File: config.mk
export PLATFORM = sky130hd
export DESIGN_NAME = fetch_controller_flat
export DESIGN_NICKNAME = d
export VERILOG_FILES = /design/src/rtl/riscv_pkg.sv /design/src/rtl/fetch_controller_if.sv /design/src/rtl/fetch_controller_sum4.sv /design/src/rtl/fetch_controller.sv /design/src/flat_wrapper.sv
export SDC_FILE = /design/constraint.sdc
export NUM_CORES = 1
export LEC_CHECK = 0
export BUFFER_PORTS_ARGS = -buffer_cell sky130_fd_sc_hd__clkbuf_2
export CAP_MARGIN = 10
export CORE_UTILIZATION = 55
export DETAILED_ROUTE_END_ITERATION = 10
export PLACE_DENSITY = 0.86
export SLEW_MARGIN = 5
export SYNTH_ARGS = -nofsm -noshare
export SYNTH_HDL_FRONTEND = slang
export SYNTH_SLANG_ARGS = --single-unit
File: constraint.sdc
create_clock -name clk -period 5.2 [get_ports clk]
set_input_delay 0.26 -clock clk [delete_from_list [all_inputs] [get_ports clk]]
set_output_delay 0.26 -clock clk [all_outputs]
set_load 0.02 [all_outputs]
File: src/rtl/riscv_pkg.sv
// Shared types and constants for the instruction fetch path.
package riscv_pkg;

    typedef enum logic [1:0] {
        BOOT  = 2'd0,
        REQ   = 2'd1,
        VALID = 2'd2,
        TRAP  = 2'd3
    } fetch_state_t;

    localparam logic [31:0] NOP_INSTRUCTION = 32'h0000_0013;

    localparam logic [1:0] ERR_NONE       = 2'd0;
    localparam logic [1:0] ERR_MISALIGNED = 2'd1;
    localparam logic [1:0] ERR_TIMEOUT    = 2'd2;

    localparam int unsigned PC_STEP = 4;

endpackage

File: src/rtl/fetch_controller_if.sv
// Instruction memory request/ready handshake between fetch and imem.
interface fetch_controller_if #(
    parameter int unsigned ADDR_WIDTH = 32,
    parameter int unsigned DATA_WIDTH = 32
);
    logic                  imem_req;
    logic [ADDR_WIDTH-1:0] imem_address;
    logic                  imem_ready;
    logic [DATA_WIDTH-1:0] imem_instruction;

    modport master (
        output imem_req,
        output imem_address,
        input  imem_ready,
        input  imem_instruction
    );

    modport slave (
        input  imem_req,
        input  imem_address,
        output imem_ready,
        output imem_instruction
    );
endinterface

File: src/rtl/fetch_controller_sum4.sv
// Sequential-pc adder: next fetch address, wraps modulo 2^WIDTH.
module sum4
    import riscv_pkg::*;
#(
    parameter int unsigned WIDTH = 32
) (
    input  logic [WIDTH-1:0] i_a,
    output logic [WIDTH-1:0] o_sum
);
    assign o_sum = i_a + WIDTH'(PC_STEP);
endmodule

File: src/rtl/fetch_controller.sv
// Fetch sequencer: owns the pc, runs the imem handshake, holds the fetched
// instruction for decode, applies redirects and traps on misalignment/timeout.
module fetch_controller
    import riscv_pkg::*;
#(
    parameter int unsigned ADDR_WIDTH     = 32,
    parameter int unsigned DATA_WIDTH     = 32,
    parameter int unsigned TIMEOUT_CYCLES = 16
) (
    input  logic                  clk,
    input  logic                  reset,
    input  logic [ADDR_WIDTH-1:0] initial_address,
    input  logic                  redirect_valid,
    input  logic [ADDR_WIDTH-1:0] redirect_address,
    input  logic                  stall,
    fetch_controller_if.master    imem,
    output logic                  instr_valid,
    output logic [DATA_WIDTH-1:0] instruction,
    output logic [ADDR_WIDTH-1:0] instr_pc,
    output logic [1:0]            error_code,
    output logic [31:0]           fetch_count
);
    localparam int unsigned TW = $clog2(TIMEOUT_CYCLES + 1);

    fetch_state_t          r_state, w_state_nxt;
    logic [ADDR_WIDTH-1:0] r_pc, w_pc_nxt;
    logic [DATA_WIDTH-1:0] r_instruction, w_instruction_nxt;
    logic [ADDR_WIDTH-1:0] r_instr_pc, w_instr_pc_nxt;
    logic                  r_instr_valid, w_instr_valid_nxt;
    logic [1:0]            r_error_code, w_error_code_nxt;
    logic [31:0]           r_fetch_count, w_fetch_count_nxt;
    logic [TW-1:0]         r_to_cnt, w_to_cnt_nxt;
    logic                  r_redirect_pending, w_redirect_pending_nxt;

    logic [ADDR_WIDTH-1:0] w_pc_plus4;
    logic [TW-1:0]         w_to_inc;
    logic                  w_redir_bad;

    sum4 #(.WIDTH(ADDR_WIDTH)) u_sum4 (
        .i_a   (r_pc),
        .o_sum (w_pc_plus4)
    );

    assign w_to_inc    = r_to_cnt + TW'(1);
    assign w_redir_bad = redirect_valid && (redirect_address[1:0] != 2'b00);

    // Request and address are decoded straight from state so a trap or reset drops them at once.
    assign imem.imem_req     = (r_state == REQ);
    assign imem.imem_address = r_pc;

    assign instr_valid = r_instr_valid;
    assign instruction = r_instruction;
    assign instr_pc    = r_instr_pc;
    assign error_code  = r_error_code;
    assign fetch_count = r_fetch_count;

    // State and datapath registers.
    always_ff @(posedge clk or negedge reset) begin
        if (!reset) begin
            r_state            <= BOOT;
            r_pc               <= '0;
            r_instruction      <= DATA_WIDTH'(NOP_INSTRUCTION);
            r_instr_pc         <= '0;
            r_instr_valid      <= 1'b0;
            r_error_code       <= ERR_NONE;
            r_fetch_count      <= '0;
            r_to_cnt           <= '0;
            r_redirect_pending <= 1'b0;
        end else begin
            r_state            <= w_state_nxt;
            r_pc               <= w_pc_nxt;
            r_instruction      <= w_instruction_nxt;
            r_instr_pc         <= w_instr_pc_nxt;
            r_instr_valid      <= w_instr_valid_nxt;
            r_error_code       <= w_error_code_nxt;
            r_fetch_count      <= w_fetch_count_nxt;
            r_to_cnt           <= w_to_cnt_nxt;
            r_redirect_pending <= w_redirect_pending_nxt;
        end
    end

    // Next-state and datapath update.
    always_comb begin
        w_state_nxt            = r_state;
        w_pc_nxt               = r_pc;
        w_instruction_nxt      = r_instruction;
        w_instr_pc_nxt         = r_instr_pc;
        w_instr_valid_nxt      = r_instr_valid;
        w_error_code_nxt       = r_error_code;
        w_fetch_count_nxt      = r_fetch_count;
        w_to_cnt_nxt           = r_to_cnt;
        w_redirect_pending_nxt = r_redirect_pending;

        case (r_state)
            BOOT: begin
                w_pc_nxt = initial_address;
                if ((initial_address[1:0] != 2'b00) || w_redir_bad) begin
                    w_state_nxt      = TRAP;
                    w_error_code_nxt = ERR_MISALIGNED;
                end else begin
                    w_state_nxt = REQ;
                end
            end
            REQ: begin
                if (w_redir_bad) begin
                    w_state_nxt       = TRAP;
                    w_error_code_nxt  = ERR_MISALIGNED;
                    w_instr_valid_nxt = 1'b0;
                end else begin
                    w_to_cnt_nxt = imem.imem_ready ? '0 : w_to_inc;
                    if (redirect_valid) begin
                        // Data returning alongside a redirect is stale; if none returned, drop the next one.
                        w_pc_nxt               = redirect_address;
                        w_redirect_pending_nxt = !imem.imem_ready;
                    end else if (imem.imem_ready) begin
                        if (r_redirect_pending) begin
                            w_redirect_pending_nxt = 1'b0;
                        end else begin
                            w_instruction_nxt = imem.imem_instruction;
                            w_instr_pc_nxt    = r_pc;
                            w_pc_nxt          = w_pc_plus4;
                            w_instr_valid_nxt = 1'b1;
                            w_state_nxt       = VALID;
                        end
                    end
                    if (!imem.imem_ready && (w_to_inc == TW'(TIMEOUT_CYCLES))) begin
                        w_state_nxt      = TRAP;
                        w_error_code_nxt = ERR_TIMEOUT;
                    end
                end
            end
            VALID: begin
                if (w_redir_bad) begin
                    w_state_nxt       = TRAP;
                    w_error_code_nxt  = ERR_MISALIGNED;
                    w_instr_valid_nxt = 1'b0;
                end else if (redirect_valid) begin
                    w_pc_nxt          = redirect_address;
                    w_instr_valid_nxt = 1'b0;
                    w_state_nxt       = REQ;
                end else if (!stall) begin
                    w_fetch_count_nxt = r_fetch_count + 32'd1;
                    w_instr_valid_nxt = 1'b0;
                    w_state_nxt       = REQ;
                end
            end
            TRAP: begin
                w_instr_valid_nxt = 1'b0;
            end
            default: begin
                w_state_nxt = BOOT;
            end
        endcase
    end
endmodule

File: src/flat_wrapper.sv
// flat-port wrapper written by rule: the top's interface ports become plain ports
module fetch_controller_flat import riscv_pkg::*;
#(
    parameter int unsigned ADDR_WIDTH     = 32,
    parameter int unsigned DATA_WIDTH     = 32,
    parameter int unsigned TIMEOUT_CYCLES = 16
)
  (clk, reset, initial_address, redirect_valid, redirect_address, stall, instr_valid, instruction, instr_pc, error_code, fetch_count, imem_imem_req, imem_imem_address, imem_imem_ready, imem_imem_instruction);
  fetch_controller_if #(.ADDR_WIDTH(ADDR_WIDTH), .DATA_WIDTH(DATA_WIDTH)) imem_i ();
  input  logic clk;
  input  logic reset;
  input  logic [ADDR_WIDTH-1:0] initial_address;
  input  logic redirect_valid;
  input  logic [ADDR_WIDTH-1:0] redirect_address;
  input  logic stall;
  output logic instr_valid;
  output logic [DATA_WIDTH-1:0] instruction;
  output logic [ADDR_WIDTH-1:0] instr_pc;
  output logic [1:0] error_code;
  output logic [31:0] fetch_count;
  output wire logic [$bits(imem_i.imem_req)-1:0] imem_imem_req;
  output wire logic [$bits(imem_i.imem_address)-1:0] imem_imem_address;
  input wire logic [$bits(imem_i.imem_ready)-1:0] imem_imem_ready;
  input wire logic [$bits(imem_i.imem_instruction)-1:0] imem_imem_instruction;
  assign imem_imem_req = imem_i.imem_req;
  assign imem_imem_address = imem_i.imem_address;
  assign imem_i.imem_ready = imem_imem_ready;
  assign imem_i.imem_instruction = imem_imem_instruction;
  fetch_controller #(.ADDR_WIDTH(ADDR_WIDTH), .DATA_WIDTH(DATA_WIDTH), .TIMEOUT_CYCLES(TIMEOUT_CYCLES)) u_core (.clk(clk), .reset(reset), .initial_address(initial_address), .redirect_valid(redirect_valid), .redirect_address(redirect_address), .stall(stall), .imem(imem_i), .instr_valid(instr_valid), .instruction(instruction), .instr_pc(instr_pc), .error_code(error_code), .fetch_count(fetch_count));
endmodule
==> results of run 1 <==
## stage by stage
step	power [W]	hold WS (ns)
2_1_floorplan	0.00353	-0.0356
3_3_place_gp	0.00421	0.368
3_5_place_dp	0.00430	0.365
4_1_cts	0.00555	0.0565
5_1_grt	0.00589	0.0603
6_report	0.00555	0.0737
## sequential cells by signal (all words and copies together), names as in the netlist
| signal | count |
|---|---|
| u_core.fetch_count | 32 |
| u_core.imem.imem_address | 32 |
| u_core.instr_pc | 32 |
| u_core.instruction | 32 |
| u_core.r_to_cnt | 5 |
| u_core.error_code | 2 |
| u_core.r_state | 2 |
| u_core.instr_valid | 1 |
| u_core.r_redirect_pending | 1 |
## per-layer routing
| layer | up-vias | global-route usage, % |
|---|---|---|
| met5 | - | 0 |
| met4 | 0 | 15.6 |
| met3 | 59 | 6.17 |
| met2 | 335 | 47.9 |
| met1 | 3002 | 37.0 |
| li1 | 2893 | - |
## report_power, final
part / leakage, nW / switching (W) / internal, W
Combinational: 2.24 / 0.00148 / 0.000903
Sequential: 1.77 / 0.000453 / 0.00149
Clock: 0.282 / 0.000457 / 0.000763
Total: 4.29 / 0.00239 / 0.00316
## layout make-up
type | count | share of cell area, %
Timing Repair Buffer | 238 | 13.6
Inverter | 10 | 0.419
Clock buffer | 20 | 4.99
Multi-Input combinational cell | 482 | 38.1
Clock inverter | 11 | 1.62
Sequential cell | 139 | 38.9
Tap cell | 172 | 2.40
## placed cells by master, fill, tap and decap left out, types with 3 or more instances in the layout
master        n
a211oi_1      3
a21oi_1      19
a221o_1       3
a221oi_1     13
and2_1        4
and3_1       12
and4_1        8
buf_4         5
bufinv_16     3
clkbuf_16    17
clkbuf_2    231
clkinv_2      3
clkinvlp_4    3
dfrtp_1     136
dfstp_2       3
ha_1          8
inv_1         9
mux2_1        4
mux2_2       63
mux2i_1       4
nand2_1      52
nand2b_1     10
nand3_1      24
nand4_1      13
nor2_1       45
nor2_2        3
nor3_1       11
nor4_1        7
o211ai_1      3
o21ai_0      55
o21ai_1      11
o22ai_1       3
o2bb2ai_1     8
o31a_1        3
o31ai_1       4
xnor2_1      24
xor2_1       15
## worst reg2reg max path: stages (launching register included)
cell      delay (ns)
dfrtp_1         0.41
inv_1           0.09
ha_1            0.36
nand2b_1        0.55
nor2_4          0.95
buf_4           0.53
mux2_2          0.40
## logic make-up (layout without fill, tap and decap cells)
kind of cell / after synthesis / after routing / share of synthesized area, %
multiplexers: 71 / 71 / 11.2
AND/OR/NAND/NOR: 215 / 215 / 16.7
flip-flops: 139 / 139 / 49.0
AO/OA/AOI/OAI: 149 / 149 / 13.9
buffers and inverters: 47 / 279 / 3.08
XOR/XNOR: 39 / 39 / 4.81
adder cells (fa/ha/maj): 8 / 8 / 1.41
## final timing paths
kind	to	slack, ns	cells after the start
setup / recovery	u_core.instr_pc[4]$_DFFE_PN0P_	1.80	6
hold / removal	u_core.instruction[30]$_DFFE_PN0P_	0.07	2
setup reg to reg	u_core.instr_pc[4]$_DFFE_PN0P_	1.80	6
hold reg to reg	u_core.fetch_count[31]$_DFFE_PN0P_	0.48	1
max in group asynchronous	u_core.fetch_count[28]$_DFFE_PN0P_	3.53	3
min in group asynchronous	u_core.instr_pc[12]$_DFFE_PN0P_	0.48	2
==> metrics.md, run 1 <==
| Metric | Value |
|---|---|
| Status | `completed` |
| Boundary pin count | `233` |
| Crit path kind | `reg -> reg` |
| Seq cells post-synth | `~140` |
| IO Port Bufs | `between 200 and 250` |
| CP Max Fanout | `33` |
| CP Capture Type | `flop` |
| Max Freq | `between 200 and 300 MHz` |
| Highest Signal Layer | `met4` |
| Crit path launch | `u_core.r_state[1]$_DFFE_PN0P_` |
| Routed WL | `approximately 19000 um` |
| Leak pwr | `between 4 and 5 nW` |
| Yosys cell types | `just under 80` |
| Number of global-route vias before repair | `between 5000 and 6000` |
| Minimum clock period | `between 3 and 4 ns` |
| Total Nets Final | `around 1000` |
| Worst Path Required | `about 5.5 ns` |
| Via/cell ratio | `about 5.9` |
| Die X | `116 um` |
| CTS tree | `yes` |
| Pin count of the biggest net entering global routing | `around 90` |
| RSZ-0062 raised after global routing | `false` |
| Post-synth net total | `between 700 and 800` |
| Area Growth Syn to Fin | `26.0%` |
| Synthesis Warnings | `0` |
| Placement Rows | `41` |
| First-pass GRT wire length | `approximately 30000 um` |
| Setup TNS | `0 ns` |
| Worst Path Buf+Inv | `2` |
| Clock transition at the registers of the reported paths | `approximately 0.06 ns` |
| Routed wl met3 | `around 1500 um` |
| Design area | `approximately 0.0090 mm^2` |
| Post-Syn Instances | `around 670` |
| # fillers | `roughly 960` |
| Antenna diodes | `0` |
| Final Hold Vio Count | `0` |
| Die area | `about 0.013 mm^2` |
| Grt ovf | `0` |
| Via Count | `between 6000 and 7000` |
| Clock Skew | `roughly 0.0086 ns` |
| Final Util | `just over 70%` |
| R2r startpoint | `u_core.r_state[1]$_DFFE_PN0P_` |
| Antenna violations before repair | `0` |
| Setup Viol. Count Final | `0` |
| First-pass DRT Iterations | `7` |
| Placed Area | `between 0.008 and 0.009 mm^2` |
| Hold_sp | `imem_imem_instruction[30]` |
| Iter 0 DRT Violations | `between 500 and 600` |
| Wire length on met1 | `approximately 7800 um` |
| Slew headroom | `27.4%` |
| Total Routing Usage GR | `a little under 30%` |
| Post-cts resize count | `0` |
| Mapped Area | `approximately 0.0071 mm^2` |
| Setup WS pre-CTS | `approximately 1.8 ns` |
| Pwr/cell area | `about 620 mW/mm^2` |
| Number of cells in the finished layout apart from fillers | `between 1000 and 1500` |
| Clock buffer depth | `2` |
| Placed Cells | `~1000` |
| GP Congestion | `0.873` |
| DP Wirelength | `13300 um` |
| CP startpoint kind | `flop` |
| Footprint of the multi-input gates | `roughly 0.0034 mm^2` |
| Met2 WL | `slightly above 9000 um` |
| Pins Over Slew Limit | `0` |
| CTS root buffer | `clkbuf_16` |
| Die H | `116 um` |
| Starting Density | `56.3%` |
| Critical path's top delay family | `simple AND/OR/NAND/NOR gates` |
| Post-synth top area share | `47.9%` |
| Clk Latency, worst-skew pair | `roughly 0.42 ns` |
| Sequential-to-total area share from yosys stat | `between 40% and 50%` |
| HP Class | `in -> reg` |
| Cell types occupying the most area after synthesis | `dfrtp_1, mux2_2, o21ai_0` |
| Post-synth EDFFs | `0` |
| Post-synthesis async set-or-reset flop share | `100%` |
| Register area | `approximately 0.0035 mm^2` |
| Slowest stage delay, CP | `around 0.95 ns` |
| Setup ws final | `between 1.5 and 2 ns` |
| Hold_buf cts | `1` |
| Post-synth top cells | `dfrtp_1, mux2_2, o21ai_0, nand2_1, nor2_1` |
| Arr. time, crit path | `between 3 and 4 ns` |
| Most frequent cell after synthesis | `dfrtp_1` |
| Number of max-cap violations | `0` |
| Total CTS buffers | `17` |
| Tightest Pin Transition | `1.09 ns` |
| Syn avg cell area | `10.6 um^2` |
| Max VDD drop | `~0.54 mV` |
| Total core area | `roughly 0.013 mm^2` |
| Crit path cell chain | `inv_1 > ha_1 > nand2b_1 > nor2_4 > buf_4 > mux2_2` |
| WL/cell | `around 18 um` |
| Number of remaining DRC errors | `0` |
| DRT antenna net count | `0` |
| H-Tree Depth | `4` |
| CTS Sinks | `around 140` |
| Ys flop type | `dfrtp_1` |
| Period utilisation layout | `between 60% and 70%` |
| Post-synth top area cell | `dfrtp_1` |
| Critical path's slowest cell | `nor2_4` |
| Share of layout cells above drive strength 1 | `39.4%` |
| Setup repair bufs after CTS | `0` |
Note: power is estimated with default switching activity, not from simulation.
==> inputs of run 2 (changes only) <==
--- a/config.mk
+++ b/config.mk
@@ -7,9 +7,9 @@
 export LEC_CHECK = 0
 export BUFFER_PORTS_ARGS = -buffer_cell sky130_fd_sc_hd__clkbuf_2
 export CAP_MARGIN = 10
-export CORE_UTILIZATION = 55
+export CORE_UTILIZATION = 46
 export DETAILED_ROUTE_END_ITERATION = 10
-export PLACE_DENSITY = 0.86
+export PLACE_DENSITY = 0.77
 export SLEW_MARGIN = 5
 export SYNTH_ARGS = -nofsm -noshare
 export SYNTH_HDL_FRONTEND = slang
==> constraint.sdc (replaced) <==
create_clock -name clk -period 3.1 [get_ports clk]
set_input_delay 0.155 -clock clk [delete_from_list [all_inputs] [get_ports clk]]
set_output_delay 0.155 -clock clk [all_outputs]
set_load 0.02 [all_outputs]
==> run 2 against run 1 <==
  * Design area grew 4.9%
  * Clock-buffer cell count shrank 2
  * Critical path depth grew 1
  * Clock skew shrank 0.0016 ns
  * Via count grew 1.4%
==> metrics.md, run 2 (synthesis gave the netlist of run 1 again) <==
| Metric | Value |
|---|---|
| Setup Viol. Count Final | `0 (unchanged)` |
| HP Class | `in -> reg` |
| Antenna diodes | `0 (unchanged)` |
| Most frequent cells in the layout | `clkbuf_2, dfrtp_1, mux2_2` |
| GP Congestion | `0.843 (-3.4%)` |
| R2r worst-path depth | `7 (+1)` |
| NetSw | `0.00401 W (+68%)` |
| # fillers | `1223 (+28%)` |
| Status | `completed` |
| Share of layout cells above drive strength 1 | `38.7% (-0.77 points)` |
| Pwr/cell area | `1010 mW/mm^2 (+64%)` |
| Commonest non-fill, non-tap cell in the layout | `clkbuf_2` |
| Clock buffer depth | `2 (unchanged)` |
| Placement Rows | `45 (+9.8%)` |
| Hold_sp | `initial_address[4]` |
| IO Port Bufs | `232 (unchanged)` |
| Area Growth Syn to Fin | `32.1%` |
| Number of remaining DRC errors | `0 (unchanged)` |
| First-pass GRT wire length | `31700 um (+6.1%)` |
| Period utilisation layout | `76.0% (+11 points)` |
| WL/cell | `17.8 um (-0.47%)` |
| Setup WS pre-CTS | `0.768 ns (-1.06 ns)` |
| CP startpoint kind | `flop` |
| Arr. time, crit path | `2.71 ns (-0.99 ns)` |
| Max Freq | `424 MHz (+44%)` |
| Clock transition at the registers of the reported paths | `0.06 ns (about the same)` |
| Number of max-cap violations | `0 (unchanged)` |
| Boundary pin count | `233 (unchanged)` |
| Total Nets Final | `1032 (+3.5%)` |
| Worst Path Required | `3.46 ns (-2.04 ns)` |
| Setup repair bufs after CTS | `0 (unchanged)` |
| Via Count | `6376 (+1.4%)` |
| Part of the power in registers | `34.1% (-1.0 points)` |
| Die area | `0.0159 mm^2 (+19%)` |
| Number of global-route vias before repair | `6068 (+3.9%)` |
| Register area | `0.00348 mm^2 (unchanged)` |
| Total core area | `0.0151 mm^2 (+20%)` |
| Die H | `126 um (+9.2%)` |
| Final Hold Vio Count | `0 (unchanged)` |
| Worst-case hold path end point | `u_core.imem.imem_address[4]$_DFFE_PN0P_` |
| First-pass DRT Iterations | `5 (-2)` |
| H-Tree Depth | `4 (unchanged)` |
| Via/cell ratio | `5.67 (-3.3%)` |
| Pin count of the biggest net entering global routing | `65 (-26%)` |
| Grt ovf | `0 (unchanged)` |
| Crit path kind | `reg -> reg` |
| CP Max Fanout | `32 (-3.0%)` |
| Total CTS buffers | `17 (unchanged)` |
| Clk Latency, worst-skew pair | `0.42 ns (about the same)` |
| Die X | `126 um (+9.2%)` |
| Minimum clock period | `2.36 ns (-1.05 ns)` |
| Final Util | `62.0% (-8.9 points)` |
| DP Wirelength | `13600 um (+2.5%)` |
| DRT antenna net count | `0 (unchanged)` |
| R2r startpoint | `u_core.r_state[1]$_DFFE_PN0P_` |
| Slew headroom | `28.9% (+1.6 points)` |
| CP Capture Type | `flop` |
| CTS tree | `yes` |
| Starting Density | `46.9% (-9.4 points)` |
| Setup ws final | `0.744 ns (-1.05 ns)` |
| Clock Skew | `0.00694 ns (-0.00164 ns)` |
| Antenna violations before repair | `0 (unchanged)` |
| Placed Cells | `1060 (+1.9%)` |
| Clock group share of total power | `23.6% (+1.6 points)` |
| Setup TNS | `0 ns (unchanged)` |
| Sw Ratio | `42.1% (-1.0 points)` |
| Number of cells in the finished layout apart from fillers | `1124 (+4.9%)` |
| Hold Path Cell Cnt | `3 (+1)` |
| Tightest Pin Transition | `1.07 ns (-0.0233 ns)` |
| Total Routing Usage GR | `25.7% (-3.7 points)` |
| Post-cts resize count | `0 (unchanged)` |
| CTS Sinks | `139 (unchanged)` |
| Iter 0 DRT Violations | `394 (-22%)` |
| Int Pwr | `0.00552 W (+75%)` |
| Comb pwr share | `42.3% (-0.6 points)` |
| R2R Path End | `u_core.imem.imem_address[31]$_DFFE_PN0P_` |
| Routed WL | `20000 um (+4.4%)` |
| RSZ-0062 raised after global routing | `false` |
| Pins Over Slew Limit | `0 (unchanged)` |
| Worst R2R Setup Slack | `0.74 ns (-1.05 ns)` |
| Footprint of the multi-input gates | `0.00341 mm^2 (unchanged)` |
| Max VDD drop | `0.572 mV (+5.4%)` |
| CTS root buffer | `clkbuf_16` |
| Leak pwr | `4.47 nW (+4.2%)` |
run 2: cell count changes in the layout (fill, tap and decap cells not counted), sizes merged:
cell         before  now
clkbuf          251  249
buf               6   10
bufinv            3    5
dlygate4sd3       1   32
inv              10   11
run 2: cell type report:
| class | count | share of cell area (%) |
|---|---|---|
| multi-input cells | 482 | 36.3 |
| clock buffers | 18 | 4.68 |
| clock inverters | 14 | 2.32 |
| inverters | 10 | 0.400 |
| repair buffers | 273 | 16.7 |
| flip-flops and latches | 139 | 37.1 |
| well taps | 188 | 2.51 |
run 2: worst max-delay path, cell delays in order (launching register included):
cell and delay (ns):
dfrtp_1 0.41, inv_1 0.09, ha_1 0.35, a21o_1 0.88
and3_1 0.27, a21oi_1 0.04, mux2i_1 0.15, a211o_1 0.11
run 2: timing repair:
action                                  in CTS  in global routing
endpoints found under the hold margin       93                  0
endpoints found under the setup margin       0                  0
hold buffers                                32                  0
run 2: power groups by stage:
stage	Sequential [W]	Combinational (W)	Clock, W
detailed placement	0.00326	0.00397	0
global route	0.00335	0.00439	0.00236
CTS	0.00324	0.00402	0.00228
finish	0.00325	0.00403	0.00225
floorplan	0.00378	0.00214	0
global placement	0.00321	0.00390	0
run 2: per-layer routing:
layer / vias up / global-route usage [%] / part of all wire (%)
met5: - / 0 / 0
met4: 0 / 10.4 / 2.5
met3: 39 / 5.56 / 6.6
met2: 291 / 43.1 / 49
met1: 3081 / 32.4 / 42
li1: 2965 / - / -
run 2: metrics by stage:
| step | instance area (um^2) | total power (W) | hold WS (ns) |
|---|---|---|---|
| 6_report | 9390 | 0.00953 | 0.0151 |
| 5_1_grt | 9390 | 0.0101 | 0.00431 |
| 3_3_place_gp | 8410 | 0.00711 | 0.182 |
| 4_1_cts | 9390 | 0.00954 | 0.00499 |
| 2_1_floorplan | 7110 | 0.00592 | -0.141 |
| 3_5_place_dp | 8410 | 0.00724 | 0.178 |
run 2: worst max-delay path by stage:
stage / startpoint / to / cells past startpoint
after floorplan: u_core.r_state[1]$_DFFE_PN0P_ / u_core.imem.imem_address[25]$_DFFE_PN0P_ / 10
after detailed placement: u_core.r_state[1]$_DFFE_PN0P_ / u_core.imem.imem_address[31]$_DFFE_PN0P_ / 7
after CTS: u_core.r_state[1]$_DFFE_PN0P_ / u_core.imem.imem_address[31]$_DFFE_PN0P_ / 7
after global placement: u_core.r_state[1]$_DFFE_PN0P_ / u_core.imem.imem_address[31]$_DFFE_PN0P_ / 7
after global routing: u_core.r_state[1]$_DFFE_PN0P_ / u_core.imem.imem_address[6]$_DFFE_PN0P_ / 7
final: u_core.r_state[1]$_DFFE_PN0P_ / u_core.imem.imem_address[31]$_DFFE_PN0P_ / 7
==> inputs of run 3 (changes only) <==
--- a/config.mk
+++ b/config.mk
@@ -7,9 +7,9 @@
 export LEC_CHECK = 0
 export BUFFER_PORTS_ARGS = -buffer_cell sky130_fd_sc_hd__clkbuf_2
 export CAP_MARGIN = 10
-export CORE_UTILIZATION = 46
+export CORE_UTILIZATION = 51
 export DETAILED_ROUTE_END_ITERATION = 10
-export PLACE_DENSITY = 0.77
+export PLACE_DENSITY = 0.8
 export SLEW_MARGIN = 5
 export SYNTH_ARGS = -nofsm -noshare
 export SYNTH_HDL_FRONTEND = slang
==> constraint.sdc (replaced) <==
create_clock -name clk -period 2.18 [get_ports clk]
set_input_delay 0.109 -clock clk [delete_from_list [all_inputs] [get_ports clk]]
set_output_delay 0.109 -clock clk [all_outputs]
set_load 0.02 [all_outputs]
==> run 3 against run 2 <==
  * Setup slack worse by 0.60 ns
  * Largest cell class unchanged
  * Design area grew 2.8%
  * Via count is 2.1% higher
  * Combinational power increased by 55%
  * Clock power grew 27%
  * Die area shrank 9.7%
  * Sequential power grew 40%
==> metrics.md, run 3 (synthesis gave the netlist of run 1 again) <==
| Metric | Value |
|---|---|
| Status | `completed` |
| R2R Path End | `u_core.imem.imem_address[31]$_DFFE_PN0P_` |
| First-pass GRT wire length | `32100 um (+1.4%)` |
| Die X | `120 um (-4.9%)` |
| HP Class | `in -> reg` |
| Starting Density | `53.0% (+6.1 points)` |
| Pin count of the biggest net entering global routing | `74 (+14%)` |
| Pwr/cell area | `1410 mW/mm^2 (+39%)` |
| CTS Sinks | `139 (unchanged)` |
| CP startpoint kind | `flop` |
| Via Count | `6510 (+2.1%)` |
| CP Max Fanout | `27 (-16%)` |
| Design area | `0.00966 mm^2 (+2.8%)` |
| Die area | `0.0144 mm^2 (-9.7%)` |
| Total core area | `0.0134 mm^2 (-12%)` |
| Clock Skew | `0.0108 ns (+0.00385 ns)` |
| Max Freq | `490 MHz (+15%)` |
| H-Tree Depth | `4 (unchanged)` |
| Clock transition at the registers of the reported paths | `0.06 ns (about the same)` |
| Register area | `0.00348 mm^2 (unchanged)` |
| Clk Latency, worst-skew pair | `0.42 ns (about the same)` |
| # fillers | `954 (-22%)` |
| Slew headroom | `68.2% (+39 points)` |
| Setup repair bufs after CTS | `0 (unchanged)` |
| Pins Over Slew Limit | `0 (unchanged)` |
| CP Capture Type | `flop` |
| CTS tree | `yes` |
| Antenna diodes | `0 (unchanged)` |
| R2r startpoint | `u_core.r_state[1]$_DFFE_PN0P_` |
| Setup TNS | `0 ns (unchanged)` |
| Crit path launch | `u_core.r_state[1]$_DFFE_PN0P_` |
| Grt ovf | `0 (unchanged)` |
| Boundary pin count | `233 (unchanged)` |
| IO Port Bufs | `232 (unchanged)` |
| DP Wirelength | `13700 um (+0.83%)` |
| Most frequent cells in the layout | `clkbuf_2, dfrtp_1, mux2_2` |
| Worst Path Required | `2.48 ns (-0.98 ns)` |
| WL/cell | `17.6 um (-1.3%)` |
| Period utilisation layout | `93.6% (+18 points)` |
| DRT antenna net count | `0 (unchanged)` |
| Via/cell ratio | `5.69 (+0.32%)` |
| Placed Area | `0.00859 mm^2 (+2.1%)` |
| Die H | `120 um (-4.9%)` |
| Clock buffer depth | `2 (unchanged)` |
| R2r worst-path depth | `8 (+1)` |
| Number of cells in the finished layout apart from fillers | `1144 (+1.8%)` |
| Antenna violations before repair | `0 (unchanged)` |
| Critical Path End | `u_core.imem.imem_address[31]$_DFFE_PN0P_` |
| Worst R2R Setup Slack | `0.14 ns (-0.60 ns)` |
| CTS root buffer | `clkbuf_16` |
| Total Nets Final | `1064 (+3.1%)` |
| Area Growth Syn to Fin | `35.9%` |
| Setup Viol. Count Final | `0 (unchanged)` |
| Arr. time, crit path | `2.34 ns (-0.37 ns)` |
| Number of max-cap violations | `0 (unchanged)` |
| GP Congestion | `0.854 (+1.3%)` |
| Total CTS buffers | `17 (unchanged)` |
| First-pass DRT Iterations | `5 (unchanged)` |
| Iter 0 DRT Violations | `417 (+5.8%)` |
| Tightest Pin Transition | `0.470 ns (-0.597 ns)` |
| Crit path kind | `reg -> reg` |
| Placement Rows | `42 (-6.7%)` |
| Leak pwr | `4.59 nW (+2.8%)` |
| Total Routing Usage GR | `28.8% (+3.1 points)` |
| Minimum clock period | `2.04 ns (-0.316 ns)` |
| Setup ws final | `0.139 ns (-0.604 ns)` |
| Number of global-route vias before repair | `6251 (+3.0%)` |
| Commonest non-fill, non-tap cell in the layout | `clkbuf_2` |
| RSZ-0062 raised after global routing | `false` |
| Routed WL | `20100 um (+0.48%)` |
| Footprint of the multi-input gates | `0.00342 mm^2 (+0.26%)` |
| Max VDD drop | `0.849 mV (+49%)` |
| Setup WS pre-CTS | `0.105 ns (-0.662 ns)` |
| Placed Cells | `1065 (+0.47%)` |
| Final Hold Vio Count | `0 (unchanged)` |
| Number of remaining DRC errors | `0 (unchanged)` |
| Share of layout cells above drive strength 1 | `39.4% (+0.68 points)` |
-- run 3: changes by cell type in the layout (fill, tap and decap cells not counted), sizes merged --
cell / previous run / this run
buf: 10 / 27
bufinv: 5 / 2
dlygate4sd3: 32 / 47
clkbuf: 249 / 250
clkinv: 5 / 3
clkinvlp: 3 / 6
inv: 11 / 12
-- run 3: through the flow --
step / hold WS (ns) / power [W] / utilization [%]
floorplan: -0.187 / 0.00842 / -
global placement: 0.133 / 0.0105 / 64.1
detailed placement: 0.131 / 0.0106 / 64.1
CTS: 0.00340 / 0.0136 / 72.0
global route: 0.0183 / 0.0144 / 72.1
finish: 0.00489 / 0.0136 / 72.1
-- run 3: how the worst min path moves through the flow --
stage	start	endpoint	slack, ns	cells past startpoint
6_report	initial_address[14]	u_core.imem.imem_address[14]$_DFFE_PN0P_	0.005	3
5_1_grt	redirect_address[7]	u_core.imem.imem_address[7]$_DFFE_PN0P_	0.02	3
4_1_cts	initial_address[29]	u_core.imem.imem_address[29]$_DFFE_PN0P_	0.003	3
3_5_place_dp	reset	u_core.imem.imem_address[13]$_DFFE_PN0P_	0.13	2
3_3_place_gp	reset	u_core.instr_pc[12]$_DFFE_PN0P_	0.13	2
2_1_floorplan	reset	u_core.error_code[0]$_DFFE_PN0P_	-0.19	0
-- run 3: layer usage --
layer / global-route usage, % / up-vias / wire length [um]
met3: 6.32 / 49 / 1540
met1: 36.5 / 3127 / 8140
met4: 13.0 / 0 / 609
met2: 47.2 / 295 / 9800
li1: - / 3039 / -
met5: 0 / - / 0
-- run 3: worst max-delay path, cell delays in order, from the launching register on --
cell      delay, ns
dfrtp_1        0.40
inv_1          0.08
ha_1           0.23
or2_2          0.33
a21oi_4        0.22
nand2b_1       0.18
buf_12         0.18
mux2i_1        0.09
a211o_1        0.23
-- run 3: area by class of cell --
type	instances	share of cell area [%]
Clock inverter	13	1.48
Clock buffer	19	4.59
Timing Repair Buffer	305	19.8
Sequential cell	139	36.1
Tap cell	176	2.28
Inverter	10	0.428
Multi-Input combinational cell	482	35.4
-- run 3: what timing repair did --
| item | 4_1_cts | 5_1_grt |
|---|---|---|
| hold buffers | 47 | 0 |
| hold endpoints to repair | 185 | 0 |
| setup endpoints to repair | 0 | 12 |
| gates resized for setup | 0 | 3 |
-- run 3: where the power goes --
part	internal [W]	leakage, nW	switching (W)
logic	0.00253	2.56	0.00370
clock network	0.00172	0.272	0.00114
registers	0.00356	1.77	0.000981
